===== config.mk =====
export PLATFORM = sky130hd
export DESIGN_NAME = subtractor_serial_nbit_flat
export DESIGN_NICKNAME = d
export VERILOG_FILES = /design/src/rtl/subtractor_serial_nbit_if.sv /design/src/rtl/subtractor_serial_nbit.sv /design/src/flat_wrapper.sv
export SDC_FILE = /design/constraint.sdc
export NUM_CORES = 1
export LEC_CHECK = 0
export ABC_AREA = 1
export CORE_MARGIN = 2
export CORE_UTILIZATION = 56
export CTS_CLUSTER_DIAMETER = 50
export DETAILED_ROUTE_END_ITERATION = 7
export GPL_ROUTABILITY_DRIVEN = 0
export PLACE_DENSITY_LB_ADDON = 0.08
export SYNTH_ARGS = -nofsm -noshare
export SYNTH_HDL_FRONTEND = slang
export SYNTH_SLANG_ARGS = --single-unit

===== constraint.sdc =====
create_clock -name clk_i -period 2.2 [get_ports clk_i]
set_input_delay 0.33 -clock clk_i [delete_from_list [all_inputs] [get_ports clk_i]]
set_output_delay 0.33 -clock clk_i [all_outputs]
set_load 0.05 [all_outputs]

===== src/rtl/subtractor_serial_nbit_if.sv =====
// Handshake/data bundle for subtractor_serial_nbit.
//   in_valid/in_ready/a/b          : operand pair handshake (master drives a, b, in_valid)
//   out_valid/out_ready/diff/borrow: result handshake (master drives out_ready)
//   busy                           : block is in SHIFT or DONE
// master modport: the surrounding logic / bench; slave modport: the subtractor.
interface subtractor_serial_nbit_if #(
    parameter int unsigned N = 10
);
    logic         in_valid;
    logic         in_ready;
    logic [N-1:0] a;
    logic [N-1:0] b;
    logic         out_valid;
    logic         out_ready;
    logic [N-1:0] diff;
    logic         borrow;
    logic         busy;

    modport master (
        output in_valid, a, b, out_ready,
        input  in_ready, out_valid, diff, borrow, busy
    );

    modport slave (
        input  in_valid, a, b, out_ready,
        output in_ready, out_valid, diff, borrow, busy
    );
endinterface


===== src/rtl/subtractor_serial_nbit.sv =====
// Bit-serial unsigned N-bit subtractor: diff = a - b, one bit per clock, LSB first.
// Ports:
//   clk_i : clock, all state changes on its rising edge
//   rst_i : synchronous active-high reset
//   bus   : subtractor_serial_nbit_if.slave (operand handshake, result handshake, busy)
// Optional build macro SUB_SATURATE_EN: when the final borrow is 1, diff is forced to 0
// (borrow still reported as 1). Undefined: diff wraps modulo 2^N.
// An operation takes exactly N SHIFT cycles followed by one or more DONE cycles.
module subtractor_serial_nbit #(
    parameter int unsigned N = 10
) (
    input  logic                    clk_i,
    input  logic                    rst_i,
    subtractor_serial_nbit_if.slave bus
);
    localparam int unsigned CntW = (N > 2) ? $clog2(N) : 1;

    typedef enum logic [1:0] {StIdle, StShift, StDone} state_e;

    state_e            state_q, state_d;
    logic [N-1:0]      a_q, a_d;
    logic [N-1:0]      b_q, b_d;
    logic [N-1:0]      sh_q, sh_d;
    logic [N-1:0]      diff_q, diff_d;
    logic              br_q, br_d;
    logic              borrow_q, borrow_d;
    logic [CntW-1:0]   cnt_q, cnt_d;

    logic              bit_diff;
    logic              br_next;

    // Full-subtractor cell on the current LSBs.
    assign bit_diff = a_q[0] ^ b_q[0] ^ br_q;
    assign br_next  = (~a_q[0] & b_q[0]) | (~(a_q[0] ^ b_q[0]) & br_q);

    always_comb begin
        state_d  = state_q;
        a_d      = a_q;
        b_d      = b_q;
        sh_d     = sh_q;
        diff_d   = diff_q;
        br_d     = br_q;
        borrow_d = borrow_q;
        cnt_d    = cnt_q;
        unique case (state_q)
            StIdle: begin
                if (bus.in_valid) begin
                    a_d     = bus.a;
                    b_d     = bus.b;
                    sh_d    = '0;
                    br_d    = 1'b0;
                    cnt_d   = '0;
                    state_d = StShift;
                end
            end
            StShift: begin
                a_d   = a_q >> 1;
                b_d   = b_q >> 1;
                br_d  = br_next;
                sh_d  = {bit_diff, sh_q[N-1:1]};
                cnt_d = cnt_q + CntW'(1);
                if (cnt_q == CntW'(N - 1)) begin
                    // Last bit: publish the result; outputs change only on this edge.
                    state_d  = StDone;
                    borrow_d = br_next;
`ifdef SUB_SATURATE_EN
                    diff_d   = br_next ? '0 : sh_d;
`else
                    diff_d   = sh_d;
`endif
                end
            end
            StDone: begin
                if (bus.out_ready) begin
                    state_d = StIdle;
                end
            end
            default: state_d = StIdle;
        endcase
    end

    always_ff @(posedge clk_i) begin
        if (rst_i) begin
            state_q  <= StIdle;
            a_q      <= '0;
            b_q      <= '0;
            sh_q     <= '0;
            diff_q   <= '0;
            br_q     <= 1'b0;
            borrow_q <= 1'b0;
            cnt_q    <= '0;
        end else begin
            state_q  <= state_d;
            a_q      <= a_d;
            b_q      <= b_d;
            sh_q     <= sh_d;
            diff_q   <= diff_d;
            br_q     <= br_d;
            borrow_q <= borrow_d;
            cnt_q    <= cnt_d;
        end
    end

    assign bus.in_ready  = (state_q == StIdle);
    assign bus.out_valid = (state_q == StDone);
    assign bus.busy      = (state_q != StIdle);
    assign bus.diff      = diff_q;
    assign bus.borrow    = borrow_q;
endmodule


===== src/flat_wrapper.sv =====
// flat-port wrapper written by rule: the top's interface ports become plain ports
module subtractor_serial_nbit_flat 
#(
    parameter int unsigned N = 10
)
  (clk_i, rst_i, bus_in_valid, bus_a, bus_b, bus_out_ready, bus_in_ready, bus_out_valid, bus_diff, bus_borrow, bus_busy);
  subtractor_serial_nbit_if #(.N(N)) bus_i ();
  input  logic clk_i;
  input  logic rst_i;
  input wire logic [$bits(bus_i.in_valid)-1:0] bus_in_valid;
  input wire logic [$bits(bus_i.a)-1:0] bus_a;
  input wire logic [$bits(bus_i.b)-1:0] bus_b;
  input wire logic [$bits(bus_i.out_ready)-1:0] bus_out_ready;
  output wire logic [$bits(bus_i.in_ready)-1:0] bus_in_ready;
  output wire logic [$bits(bus_i.out_valid)-1:0] bus_out_valid;
  output wire logic [$bits(bus_i.diff)-1:0] bus_diff;
  output wire logic [$bits(bus_i.borrow)-1:0] bus_borrow;
  output wire logic [$bits(bus_i.busy)-1:0] bus_busy;
  assign bus_i.in_valid = bus_in_valid;
  assign bus_i.a = bus_a;
  assign bus_i.b = bus_b;
  assign bus_i.out_ready = bus_out_ready;
  assign bus_in_ready = bus_i.in_ready;
  assign bus_out_valid = bus_i.out_valid;
  assign bus_diff = bus_i.diff;
  assign bus_borrow = bus_i.borrow;
  assign bus_busy = bus_i.busy;
  subtractor_serial_nbit #(.N(N)) u_core (.clk_i(clk_i), .rst_i(rst_i), .bus(bus_i));
endmodule

After elaboration in Yosys (flattened, before gate mapping)

Cells that the tools add are included.

Register bits after elaboration: 48
Bits in latches: 0
Bits in writable memories: 0
Memory bits (read-only): 0
Input bits: 24
Output and inout port bits: 14
Logic and storage cells: 42
Memories kept: 0

Add/sub/neg operators: 1
Multipliers: 0
Divide/modulo/power cells: 0
Order comparisons: 0
Equality and inequality tests: 6
Shifts and indexed selects: 0
Multiplexer cells: 14
Bitwise logic cells: 7
Reductions and logical operators: 6

Operator list:

| kind                                           | count |
|---|---|
| one-hot mux 10 bit (2 select lines)            | 3 |
| two-way mux 10 bit                             | 3 |
| one-hot mux 4 bit (2 select lines)             | 1 |
| two-way mux 2 bit                              | 3 |
| one-hot mux 2 bit (3 select lines)             | 1 |
| adder 4 x 1 -> 4 bit (second input constant)   | 1 |
| == test 4 bit (second input constant)          | 1 |
| two-way mux 4 bit                              | 1 |
| != test 2 bit (second input constant)          | 2 |
| AND reduction 2 bit                            | 2 |
| nonzero test 2 bit                             | 2 |
| AND reduction 3 bit                            | 1 |
| bitwise AND 1 bit                              | 2 |
| == test 2 x 1 -> 1 bit (second input constant) | 1 |
| == test 2 bit (second input constant)          | 1 |
| logical NOT 2 bit                              | 1 |
| != test 2 x 1 -> 1 bit (second input constant) | 1 |
| NOT 1 bit                                      | 2 |
| one-hot mux 1 bit (2 select lines)             | 1 |
| XOR 1 bit                                      | 2 |
| two-way mux 1 bit                              | 1 |
| bitwise OR 1 bit                               | 1 |

Logic depth before layout (Yosys ltp)

Gate-level depths: netlist of the first run.

Word-level depth: 5
Mapped depth: 8
Mapped depth without buffers: 7

Worst setup path before layout of the first run

Ideal clock, no wire load.

Kind: register -> output
Start: reg u_core.state_q[1]
End: out bus_out_valid
Arrival time: 1.100 ns
Required time: 1.870 ns
Setup slack: 0.770 ns
Stages on the path, launching flop included: 3
Path buffers: 0
Cell sequence: dfxtp_1 > inv_2 > nor2_1

Word-level cells in the longest chain between the ends: 1

Ends and longest elaborated chain:

| item                   | RTL line                      | RTL |
|---|---|---|
| from (decl)            | subtractor_serial_nbit.sv:20  | `state_e state_q, state_d;` |
| from (signal assigned) | subtractor_serial_nbit.sv:84  | `state_q <= StIdle;` |
| from (signal assigned) | subtractor_serial_nbit.sv:93  | `state_q <= state_d;` |
| == test 2 bit          | subtractor_serial_nbit.sv:105 | `assign bus.out_valid = (state_q == StDone);` |
| to (decl)              | flat_wrapper.sv:15            | `output wire logic [$bits(bus_i.out_valid)-1:0] bus_out_valid;` |

No other way between the ends.

Final worst setup path of the first run

Same ends and word-level chain as after synthesis.

==> results by group, run 1 <==
Floorplanning
  – Die width: 65.7 µm
  – Io pins: 38
  – CORE AREA: 0.00366 mm²
  – Starting Density: 0.582
  – Die height: 65.7 µm
  – Die ar.: 0.00431 mm²
  – Row count: 22

Placement
  – Post-DP Area: 0.00253 mm²
  – I/O Buffers: 37
  – DP Worst Slack: 0.509 ns
  – HPWL Detailed: 2.84 mm

Critical path
  – WP data arrival: 1.69 ns
  – Critical path's top delay family: buffers and inverters
  – Crit Path Max Fanout: 4
  – Crit path cell chain: inv_2 -> nor2_1 -> clkdlybuf4s50_1
  – Startpoint Class: flop
  – CP Class: flop to primary output
  – Crit-path slowest cell: clkdlybuf4s50_1
  – Slowest stage delay, CP: 0.80 ns
  – Critical path data required time: 1.87 ns
  – Crit. End Element: primary output
  – CP bufs+invs: 2

Layout
  – Most common cell after layout, fill and taps aside: nand2_1
  – Register area: 941 µm²
  – Commonest cells after routing, fill and taps aside: 68 x nand2_1, 58 x nor2_1, 54 x nand3_1
  – Util after Layout: 0.723
  – Cell area after layout: 0.00265 mm²
  – N_diodes: 0
  – Synth-to-Final Area Change: 24.3%
  – Multi-input logic area: 990 µm²
  – Filler instances: 312
  – Nets: 369
  – Share of post-route cells with drive strength above 1: 0.0700

Routing
  – Iteration count of the initial detailed-routing pass: 4
  – Via count: 1976
  – Drt total wl: 4.31 mm
  – # DRC: 0
  – Final ANT Viol Nets: 0
  – Vias per inst: 5.05
  – Initial drt markers: 143
  – WL/cell: 11.0 µm

Synth
  – Syn nets: 336
  – Cells after synthesis: 309
  – Seq cells post-synth: 47
  – Cell taking the most area after synthesis: dfxtp_1
  – Yosys top cell area share: 0.442
  – Yosys warnings: 0
  – Main area contributors after synthesis: dfxtp_1 44%, nand3_1 13%, nand2_1 12%, nor2_1 10%, inv_1 4.6%
  – Synth cell types: 19
  – Syn Area/Cell: 6.90 µm²
  – Seq/Total Area, Yosys: 0.442
  – Synth Cell Area: 0.00213 mm²

Clocking
  – Clock-pin slew on the worst setup and hold paths: 0.08 ns
  – Postcts setup bufs: 0
  – Maximum clock path buffer count: 2
  – CTS Hold Bufs: 0
  – CTS resizes: 0
  – H-tree Lvls: 2
  – TritonCTS clock tree: built
  – Clock Sinks: 47
  – Worst-skew pair later-pin latency: 0.30 ns
  – Clk root buf: clkbuf_8
  – Cts bufs inserted: 5

Timing
  – Fmax: 0.496 GHz
  – Fin worst setup slack: 0.183 ns
  – Setup TNS Final: 0 ns
  – Slew @ Worst Pin: 0.500 ns
  – RSZ-0062 raised after global routing: false
  – Headroom to the max-slew limit: 0.666
  – Crit share post-route: 0.917
  – Fin. Hold Viols: 0
  – Fin Clk Skew: 0.00496 ns
  – Tmin final: 2.02 ns
  – Setup violations, final: 0
  – Final Max Slew Viols: 0

Run status
  – Run status: finished clean

Pwr
  – Leakage: 1.12 nW
  – VDD IR max: 0.450 mV
  – Power Density: 673 mW/mm²

Worst hold path
  – Hold crit path type: flop to flop

Global routing
  – Global route total overflow: 0
  – First-pass GRT wire length: 7.66 mm
  – Number of global-route vias before repair: 1813
  – GRT Total Usage: 0.229
  – Largest net degree at the start of global routing: 44
  – Initial antenna violation count: 0

Flow run
  – Max Cap Violations: 0
## cell usage after synthesis
cell      number
nand3b_1      10
nor3_1         1
buf_2          7
nand3_1       54
nor2_4         1
inv_2          1
inv_1         26
or2_2          2
buf_4          5
nand2_1       68
o21ai_0        1
fa_1           1
ha_1           2
dfxtp_1       47
buf_1          2
clkbuf_1       5
nand2_2        2
a21oi_1       16
nor2_1        58
## flip-flops by register name (all words and copies together) (netlist names)
register / flops
u_core.b_q: 10
u_core.bus.borrow: 1
u_core.state_q: 2
u_core.a_q: 10
u_core.bus.diff: 10
u_core.sh_q: 9
u_core.br_q: 1
u_core.cnt_q: 4
## kinds of logic (layout without fill, tap and decap cells)
kind of cell	Yosys count	count (layout)	share of synthesized area
compound gates	17	17	0.0399
fa+ha+maj	3	3	0.0211
buf+inv	46	80	0.0940
flops	47	47	0.442
simple gates	196	196	0.403
## report_power, final
group          internal [mW]  switching, mW  total, mW  leakage, nW
logic                 0.0977          0.136      0.234        0.681
registers              0.880         0.0178      0.897        0.382
clock network          0.368          0.283      0.650       0.0612
## per-layer routing
layer | share of wire | GRT usage | wire (µm)
met1 | 0.48 | 0.285 | 2060
met2 | 0.45 | 0.381 | 1930
met3 | 0.061 | 0.0616 | 264
met4 | 0.014 | 0.0781 | 60
met5 | 0 | 0 | 0
## final timing paths
kind / startpoint / to / slack (ns) / depth (start not counted)
worst max-delay path: u_core.state_q[1] / bus_out_valid / 0.18 / 3
worst min-delay path: u_core.bus.diff[1] / u_core.bus.diff[1] / 0.49 / 2
worst max register to register: u_core.state_q[1] / u_core.a_q[3] / 0.70 / 6
worst min register to register: u_core.bus.diff[1] / u_core.bus.diff[1] / 0.49 / 2
## area by class of cell
class                   instances  share of cell area
clock inverters                 2              0.0132
repair buffers                 45               0.165
well taps                      48              0.0227
clock buffers                   6              0.0312
inverters                      27              0.0383
flip-flops and latches         47               0.355
multi-input cells             216               0.374
## stage by stage
step	total power, mW	hold slack (ns)	std cells
2_1_floorplan	1.07	0.452	309
3_3_place_gp	1.15	0.462	383
3_5_place_dp	1.15	0.473	383
4_1_cts	1.79	0.487	391
5_1_grt	1.86	0.511	391
6_report	1.78	0.486	391
## worst register-to-register path, cell delays in order, from the launching register on
cell	delay, ns
dfxtp_1	0.42
inv_2	0.08
nand2_2	0.37
nand2_2	0.27
nor2_1	0.15
nor2_1	0.06
nor2_1	0.09
Note: power is estimated with default switching activity, not from simulation.
==> run 2: changes to the inputs <==
--- a/config.mk
+++ b/config.mk
@@ -5,9 +5,8 @@
 export SDC_FILE = /design/constraint.sdc
 export NUM_CORES = 1
 export LEC_CHECK = 0
-export ABC_AREA = 1
 export CORE_MARGIN = 2
-export CORE_UTILIZATION = 56
+export CORE_UTILIZATION = 48
 export CTS_CLUSTER_DIAMETER = 50
 export DETAILED_ROUTE_END_ITERATION = 7
 export GPL_ROUTABILITY_DRIVEN = 0
==> constraint.sdc (replaced) <==
create_clock -name clk_i -period 1.75 [get_ports clk_i]
set_input_delay 0.2625 -clock clk_i [delete_from_list [all_inputs] [get_ports clk_i]]
set_output_delay 0.2625 -clock clk_i [all_outputs]
set_load 0.05 [all_outputs]
==> run 2 against run 1 <==
Effect of this change: clock skew is 0.00094 ns lower; final area increased by 4.8%; synthesized cell count decreased by 20%; largest power group unchanged; highest routed layer unchanged.
==> results by group, run 2 <==
Floorplanning
  – Die height: 73.5 µm (+12%)
  – CORE AREA: 0.00469 mm² (+28%)
  – Starting Density: 0.494 (-0.0876)
  – Die width: 73.5 µm (+12%)
  – Die ar.: 0.00541 mm² (+25%)
  – Io pins: 38 (unchanged)
  – Row count: 25 (+14%)

Critical path
  – Slowest stage delay, CP: 0.80 ns (about the same)
  – R2R Path Start: u_core.state_q[0]
  – Crit-path slowest cell: clkdlybuf4s50_1
  – Critical path's top delay family: buffers and inverters
  – Startpoint Class: flop
  – R2r setup slk: 0.32 ns (-0.38 ns)
  – Reg2reg path depth: 4 (-2)
  – Capturing point of the worst reg2reg path: u_core.b_q[0]
  – Crit. End Element: primary output
  – Crit Path Max Fanout: 2 (-2)
  – WP data arrival: 1.43 ns (-0.26 ns)
  – CP Class: flop to primary output
  – Critical path data required time: 1.49 ns (-0.38 ns)
  – Crit path cell chain: clkdlybuf4s50_1
  – CP bufs+invs: 1 (-1)

Clocking
  – Clk root buf: clkbuf_8
  – TritonCTS clock tree: built
  – Clock Sinks: 47 (unchanged)
  – H-tree Lvls: 2 (unchanged)
  – CTS resizes: 1 (+1)
  – Maximum clock path buffer count: 2 (unchanged)
  – CTS Hold Bufs: 0 (unchanged)
  – Postcts setup bufs: 0 (unchanged)
  – Clock-pin slew on the worst setup and hold paths: 0.08 ns (about the same)
  – Worst-skew pair later-pin latency: 0.30 ns (about the same)
  – Cts bufs inserted: 5 (unchanged)

Synth
  – Main synth FF type: dfxtp_1
  – Mux share of post-synthesis cell area: 0.00431 (+0.00431)
  – Post-synth EDFFs: 0 (unchanged)
  – Synth Cell Area: 0.00232 mm² (+8.9%)
  – Xor/xnor share of the synthesized area: 0 (unchanged)
  – Yosys warnings: 0 (unchanged)
  – Main area contributors after synthesis: dfxtp_1 41%, or3b_1 6.4%, a21oi_2 5.7%, nor2_1 5.5%, nand2b_1 4.3%
  – Async set-reset flop share out of synthesis: 0 (unchanged)
  – Post-synthesis compound-gate area fraction: 0.208 (+0.168)
  – Seq cells post-synth: 47 (unchanged)
  – Cell taking the most area after synthesis: dfxtp_1
  – Simple-gate share of the synthesized area: 0.277 (-0.126)
  – Commonest cells post-synth: 47 x dfxtp_1, 34 x nor2_1, 17 x or3b_1
  – Post-Synth Adder-Cell Area: 0.0194 (-0.00172)
  – Seq/Total Area, Yosys: 0.406 (-0.0360)
  – Largest family of logic cells by synthesized area: simple AND/OR/NAND/NOR gates
  – Synth cell types: 36 (+17)
  – Yosys top cell area share: 0.406 (-0.0360)
  – Syn Area/Cell: 9.35 µm² (+36%)
  – Cells after synthesis: 248 (-20%)
  – Syn nets: 275 (-18%)
  – Most common cell in the netlist: dfxtp_1

Routing
  – Final ANT Viol Nets: 0 (unchanged)
  – Initial drt markers: 101 (-29%)
  – Via count: 1765 (-11%)
  – Drt total wl: 4.34 mm (+0.72%)
  – WL/cell: 13.1 µm (+19%)
  – Vias per inst: 5.33 (+5.5%)
  – Iteration count of the initial detailed-routing pass: 6 (+2)
  – # DRC: 0 (unchanged)

Placement
  – HPWL Detailed: 2.70 mm (-5.0%)
  – DP Worst Slack: 0.0953 ns (-0.413 ns)
  – Post-DP Area: 0.00269 mm² (+6.3%)
  – I/O Buffers: 37 (unchanged)
  – Placed cell count: 323 (-16%)

Timing
  – Final Max Slew Viols: 0 (unchanged)
  – Headroom to the max-slew limit: 0.667 (+0.000874)
  – Tmin final: 1.70 ns
  – Crit share post-route: 0.969
  – Slew @ Worst Pin: 0.498 ns (-0.00131 ns)
  – Fmax: 0.590 GHz
  – Fin. Hold Viols: 0 (unchanged)
  – Fin Clk Skew: 0.00402 ns (-0.000937 ns)
  – Worst hold margin: 0.409 ns (-0.0766 ns)
  – Setup TNS Final: 0 ns (unchanged)
  – Setup violations, final: 0 (unchanged)
  – Fin worst setup slack: 0.0544 ns (-0.129 ns)
  – RSZ-0062 raised after global routing: false

Worst hold path
  – Hold endpoint: u_core.bus.diff[2]
  – Worst hold start: rst_i
  – Hold crit path type: primary input to flop
  – Worst hold stages: 3 (+1)

Pwr
  – Leakage: 1.04 nW (-7.2%)
  – Clk network pwr share: 0.297 (-0.068)
  – Sw frac: 0.254 (+0.00902)
  – Combinational power share: 0.162 (+0.031)
  – Seq pwr share: 0.542 (+0.038)
  – Power Density: 760 mW/mm² (+13%)
  – VDD IR max: 0.517 mV (+15%)
  – P_sw: 535 µW (+23%)
  – Pint: 1.57 mW (+17%)
  – Tot Pwr: 2.11 mW (+18%)

Layout
  – Finished Layout Cells: 331 (-15%)
  – Nets: 303 (-18%)
  – Filler instances: 418 (+34%)
  – N_diodes: 0 (unchanged)
  – Commonest cells after routing, fill and taps aside: 46 x dfxtp_1, 33 x nor2_1, 26 x clkdlybuf4s50_1
  – Synth-to-Final Area Change: 19.6%
  – Most common cell after layout, fill and taps aside: dfxtp_1
  – Util after Layout: 0.591 (-0.132)
  – Share of post-route cells with drive strength above 1: 0.202 (+0.132)
  – Cell area after layout: 0.00277 mm² (+4.8%)

Global routing
  – Number of global-route vias before repair: 1662 (-8.3%)
  – GRT Total Usage: 0.177 (-0.0521)
  – Initial antenna violation count: 0 (unchanged)
  – First-pass GRT wire length: 7.38 mm (-3.6%)
  – Global route total overflow: 0 (unchanged)
  – Largest net degree at the start of global routing: 48 (+9.1%)

Run status
  – Run status: finished clean

Flow run
  – Max Cap Violations: 0 (unchanged)
## run 2: cell count changes in the layout (fill, tap and decap cells not counted), sizes merged, moves of 18 or more
cell   change
nand2     -68
nand3     -41
nor2      -25
or3b      +18
inv       -22
## run 2: cells by family (layout without fill, tap and decap cells)
logic type / Yosys count / count (layout)
compound gates: 60 / 60
buf+inv: 29 / 58
mux: 1 / 1
fa+ha+maj: 3 / 3
simple gates: 108 / 108
flops: 47 / 47
## run 2: tightest hold or removal path: cells and delay by family
kind                   cells  cell delay (ns)
buffers and inverters      2             0.34
AOI/OAI and AO/OA          1             0.04
## run 2: final cells by class
type,count,area [µm²],area share
flip-flops and latches,47,942,0.340
clock inverters,1,5.00,0.00180
multi-input cells,172,1180,0.427
well taps,54,67.6,0.0244
inverters,5,18.8,0.00677
clock buffers,7,76.3,0.0275
repair buffers,45,480,0.173
## run 2: power groups by stage
| stage | sequential (mW) | combinational (mW) | clock [mW] |
|---|---|---|---|
| final | 1.14 | 0.341 | 0.625 |
| after global routing | 1.15 | 0.378 | 0.696 |
| after CTS | 1.14 | 0.346 | 0.658 |
| after detailed placement | 1.17 | 0.344 | 0 |
| after global placement | 1.17 | 0.343 | 0 |
| after floorplan | 1.16 | 0.248 | 0 |
## run 2: routing by layer
layer / share of wire / GRT usage / up-vias
li1: - / - / 912
met4: 0.018 / 0.0727 / 0
met2: 0.44 / 0.286 / 28
met5: 0 / 0 / -
met3: 0.053 / 0.0521 / 7
met1: 0.49 / 0.220 / 818
## run 2: how the worst max path moves through the flow
stage,from,end,slack [ns],cells past startpoint
final,u_core.bus.diff[8],bus_diff[8],0.05,1
after detailed placement,bus_in_valid,u_core.a_q[1],0.1,5
after floorplan,u_core.state_q[0],bus_busy,0.03,4
after CTS,u_core.bus.diff[6],bus_diff[6],0.03,1
after global placement,bus_in_valid,u_core.a_q[6],0.1,5
after global routing,u_core.bus.diff[7],bus_diff[7],0.009,1
==> run 3: changes to the inputs <==
--- a/config.mk
+++ b/config.mk
@@ -5,12 +5,15 @@
 export SDC_FILE = /design/constraint.sdc
 export NUM_CORES = 1
 export LEC_CHECK = 0
+export CORE_ASPECT_RATIO = 1.2
 export CORE_MARGIN = 2
 export CORE_UTILIZATION = 48
 export CTS_CLUSTER_DIAMETER = 50
 export DETAILED_ROUTE_END_ITERATION = 7
 export GPL_ROUTABILITY_DRIVEN = 0
+export GPL_TIMING_DRIVEN = 0
 export PLACE_DENSITY_LB_ADDON = 0.08
+export SLEW_MARGIN = 20
 export SYNTH_ARGS = -nofsm -noshare
 export SYNTH_HDL_FRONTEND = slang
 export SYNTH_SLANG_ARGS = --single-unit
==> run 3 against run 2 <==
Effect of this change: count of clock-buffer cells in the layout fell by 1; worst hold slack lost 0.13 ns; final area rose by 2.0%; global-route usage increased by 2.5 points; die area about the same; combinational power is 2% higher; sequential cell count unchanged; first-iteration DRC count shrank 25%; power is 0.73% higher; critical path type unchanged.
==> results by group, run 3 (same netlist as run 2, synthesis figures left out) <==
Routing
  – Initial drt markers: 76 (-25%)
  – Vias per inst: 5.31 (-0.38%)
  – Final ANT Viol Nets: 0 (unchanged)
  – # DRC: 0 (unchanged)
  – Iteration count of the initial detailed-routing pass: 4 (-2)
  – Via count: 1854 (+5.0%)
  – Drt total wl: 4.76 mm (+9.8%)
  – WL/cell: 13.7 µm (+4.1%)

Layout
  – Finished Layout Cells: 349 (+5.4%)
  – Share of post-route cells with drive strength above 1: 0.203 (+0.000583)
  – Nets: 317 (+4.6%)
  – Filler instances: 439 (+5.0%)
  – N_diodes: 0 (unchanged)
  – Util after Layout: 0.611 (+0.0200)
  – Commonest cells after routing, fill and taps aside: 47 x dfxtp_1, 33 x nor2_1, 29 x clkdlybuf4s50_1
  – Synth-to-Final Area Change: 22.0%
  – Most common cell after layout, fill and taps aside: dfxtp_1
  – Cell area after layout: 0.00283 mm² (+2.0%)

Timing
  – Fin Clk Skew: 0.00763 ns (+0.00360 ns)
  – RSZ-0062 raised after global routing: false
  – Fin. Hold Viols: 0 (unchanged)
  – Headroom to the max-slew limit: 0.603 (-0.0637)
  – Slew @ Worst Pin: 0.595 ns (+0.0971 ns)
  – Final Max Slew Viols: 0 (unchanged)
  – Setup violations, final: 0 (unchanged)
  – Setup TNS Final: 0 ns (unchanged)
  – Crit share post-route: 0.967 (-0.00160)
  – Fin worst setup slack: 0.0572 ns (+0.00281 ns)
  – Fmax: 0.591 GHz (+0.17%)
  – Tmin final: 1.69 ns (-0.00281 ns)

Pwr
  – Seq pwr share: 0.536 (-0.006)
  – Power Density: 750 mW/mm² (-1.2%)
  – Combinational power share: 0.163 (about the same)
  – P_sw: 555 µW (+3.8%)
  – Sw frac: 0.262 (+0.00773)
  – Pint: 1.57 mW (-0.31%)
  – Clk network pwr share: 0.300 (+0.003)
  – Leakage: 1.10 nW (+5.7%)
  – VDD IR max: 0.464 mV (-10%)

Critical path
  – CP bufs+invs: 1 (unchanged)
  – Crit. End Element: primary output
  – Crit path cell chain: clkdlybuf4s50_1
  – WP data arrival: 1.43 ns (about the same)
  – Slowest stage delay, CP: 0.80 ns (about the same)
  – Critical path's top delay family: buffers and inverters
  – CP Class: flop to primary output
  – Crit Path Max Fanout: 2 (unchanged)
  – Crit-path slowest cell: clkdlybuf4s50_1
  – Critical path data required time: 1.49 ns (about the same)
  – R2r setup slk: 0.32 ns (about the same)
  – Startpoint Class: flop

Run status
  – Run status: finished clean

Worst hold path
  – Hold crit path type: primary input to flop

Floorplanning
  – Die ar.: 0.00541 mm² (about the same)
  – Io pins: 38 (unchanged)
  – CORE AREA: 0.00463 mm² (-1.4%)
  – Starting Density: 0.501 (+0.00682)
  – Row count: 27 (+8.0%)
  – Die width: 67.5 µm (-8.2%)
  – Die height: 80.2 µm (+9.0%)

Placement
  – I/O Buffers: 36 (-2.7%)
  – HPWL Detailed: 3.42 mm (+27%)
  – DP Worst Slack: -0.152 ns (-0.247 ns)
  – Post-DP Area: 0.00276 mm² (+2.5%)
  – Placed cell count: 342 (+5.9%)

Clocking
  – Worst-skew pair later-pin latency: 0.29 ns (about the same)
  – TritonCTS clock tree: built
  – CTS Hold Bufs: 0 (unchanged)
  – H-tree Lvls: 2 (unchanged)
  – Postcts setup bufs: 0 (unchanged)
  – Clock-pin slew on the worst setup and hold paths: 0.09 ns (about the same)
  – CTS resizes: 16 (+15)
  – Clk root buf: clkbuf_8
  – Maximum clock path buffer count: 2 (unchanged)
  – Clock Sinks: 47 (unchanged)
  – Cts bufs inserted: 5 (unchanged)

Global routing
  – Number of global-route vias before repair: 1734 (+4.3%)
  – Largest net degree at the start of global routing: 15 (-69%)
  – Global route total overflow: 0 (unchanged)
  – GRT Total Usage: 0.202 (+0.0249)
  – Initial antenna violation count: 0 (unchanged)
  – First-pass GRT wire length: 8.38 mm (+14%)

Flow run
  – Max Cap Violations: 0 (unchanged)
run 3: worst paths after layout:
kind,startpoint,end,cells after the start
max,u_core.bus.diff[4],bus_diff[4],1
min,rst_i,u_core.bus.borrow,2
max reg2reg,u_core.cnt_q[1],u_core.bus.diff[7],7
min reg2reg,u_core.sh_q[1],u_core.bus.diff[0],2
run 3: metrics by stage:
stage / hold slack, ns / power, mW
2_1_floorplan: 0.434 / 1.41
3_3_place_gp: 0.461 / 1.51
3_5_place_dp: 0.475 / 1.52
4_1_cts: 0.264 / 2.15
5_1_grt: 0.274 / 2.24
6_report: 0.279 / 2.12
run 3: power groups by stage:
stage          Combinational [mW]  Sequential (mW)  Clock [mW]
2_1_floorplan               0.248             1.16           0
3_3_place_gp                0.351             1.16           0
3_5_place_dp                0.354             1.16           0
4_1_cts                     0.353             1.14       0.661
5_1_grt                     0.387             1.15       0.713
6_report                    0.347             1.14       0.637
run 3: metal layers:
metal / vias to the layer above / global-route usage / share of wire
met1: 875 / 0.270 / 0.48
met3: 2 / 0.0546 / 0.038
met2: 37 / 0.322 / 0.48
met4: 0 / 0.0429 / 0.0036
li1: 940 / - / -
met5: - / 0 / 0
run 3: cell type report:
class | count | area (µm²) | area share
Buffer | 23 | 174 | 0.0615
Clock buffer | 6 | 72.6 | 0.0257
Clock inverter | 2 | 12.5 | 0.00442
Inverter | 5 | 18.8 | 0.00663
Multi-Input combinational cell | 172 | 1180 | 0.418
Sequential cell | 47 | 941 | 0.333
Tap cell | 58 | 72.6 | 0.0257
Timing Repair Buffer | 36 | 354 | 0.125
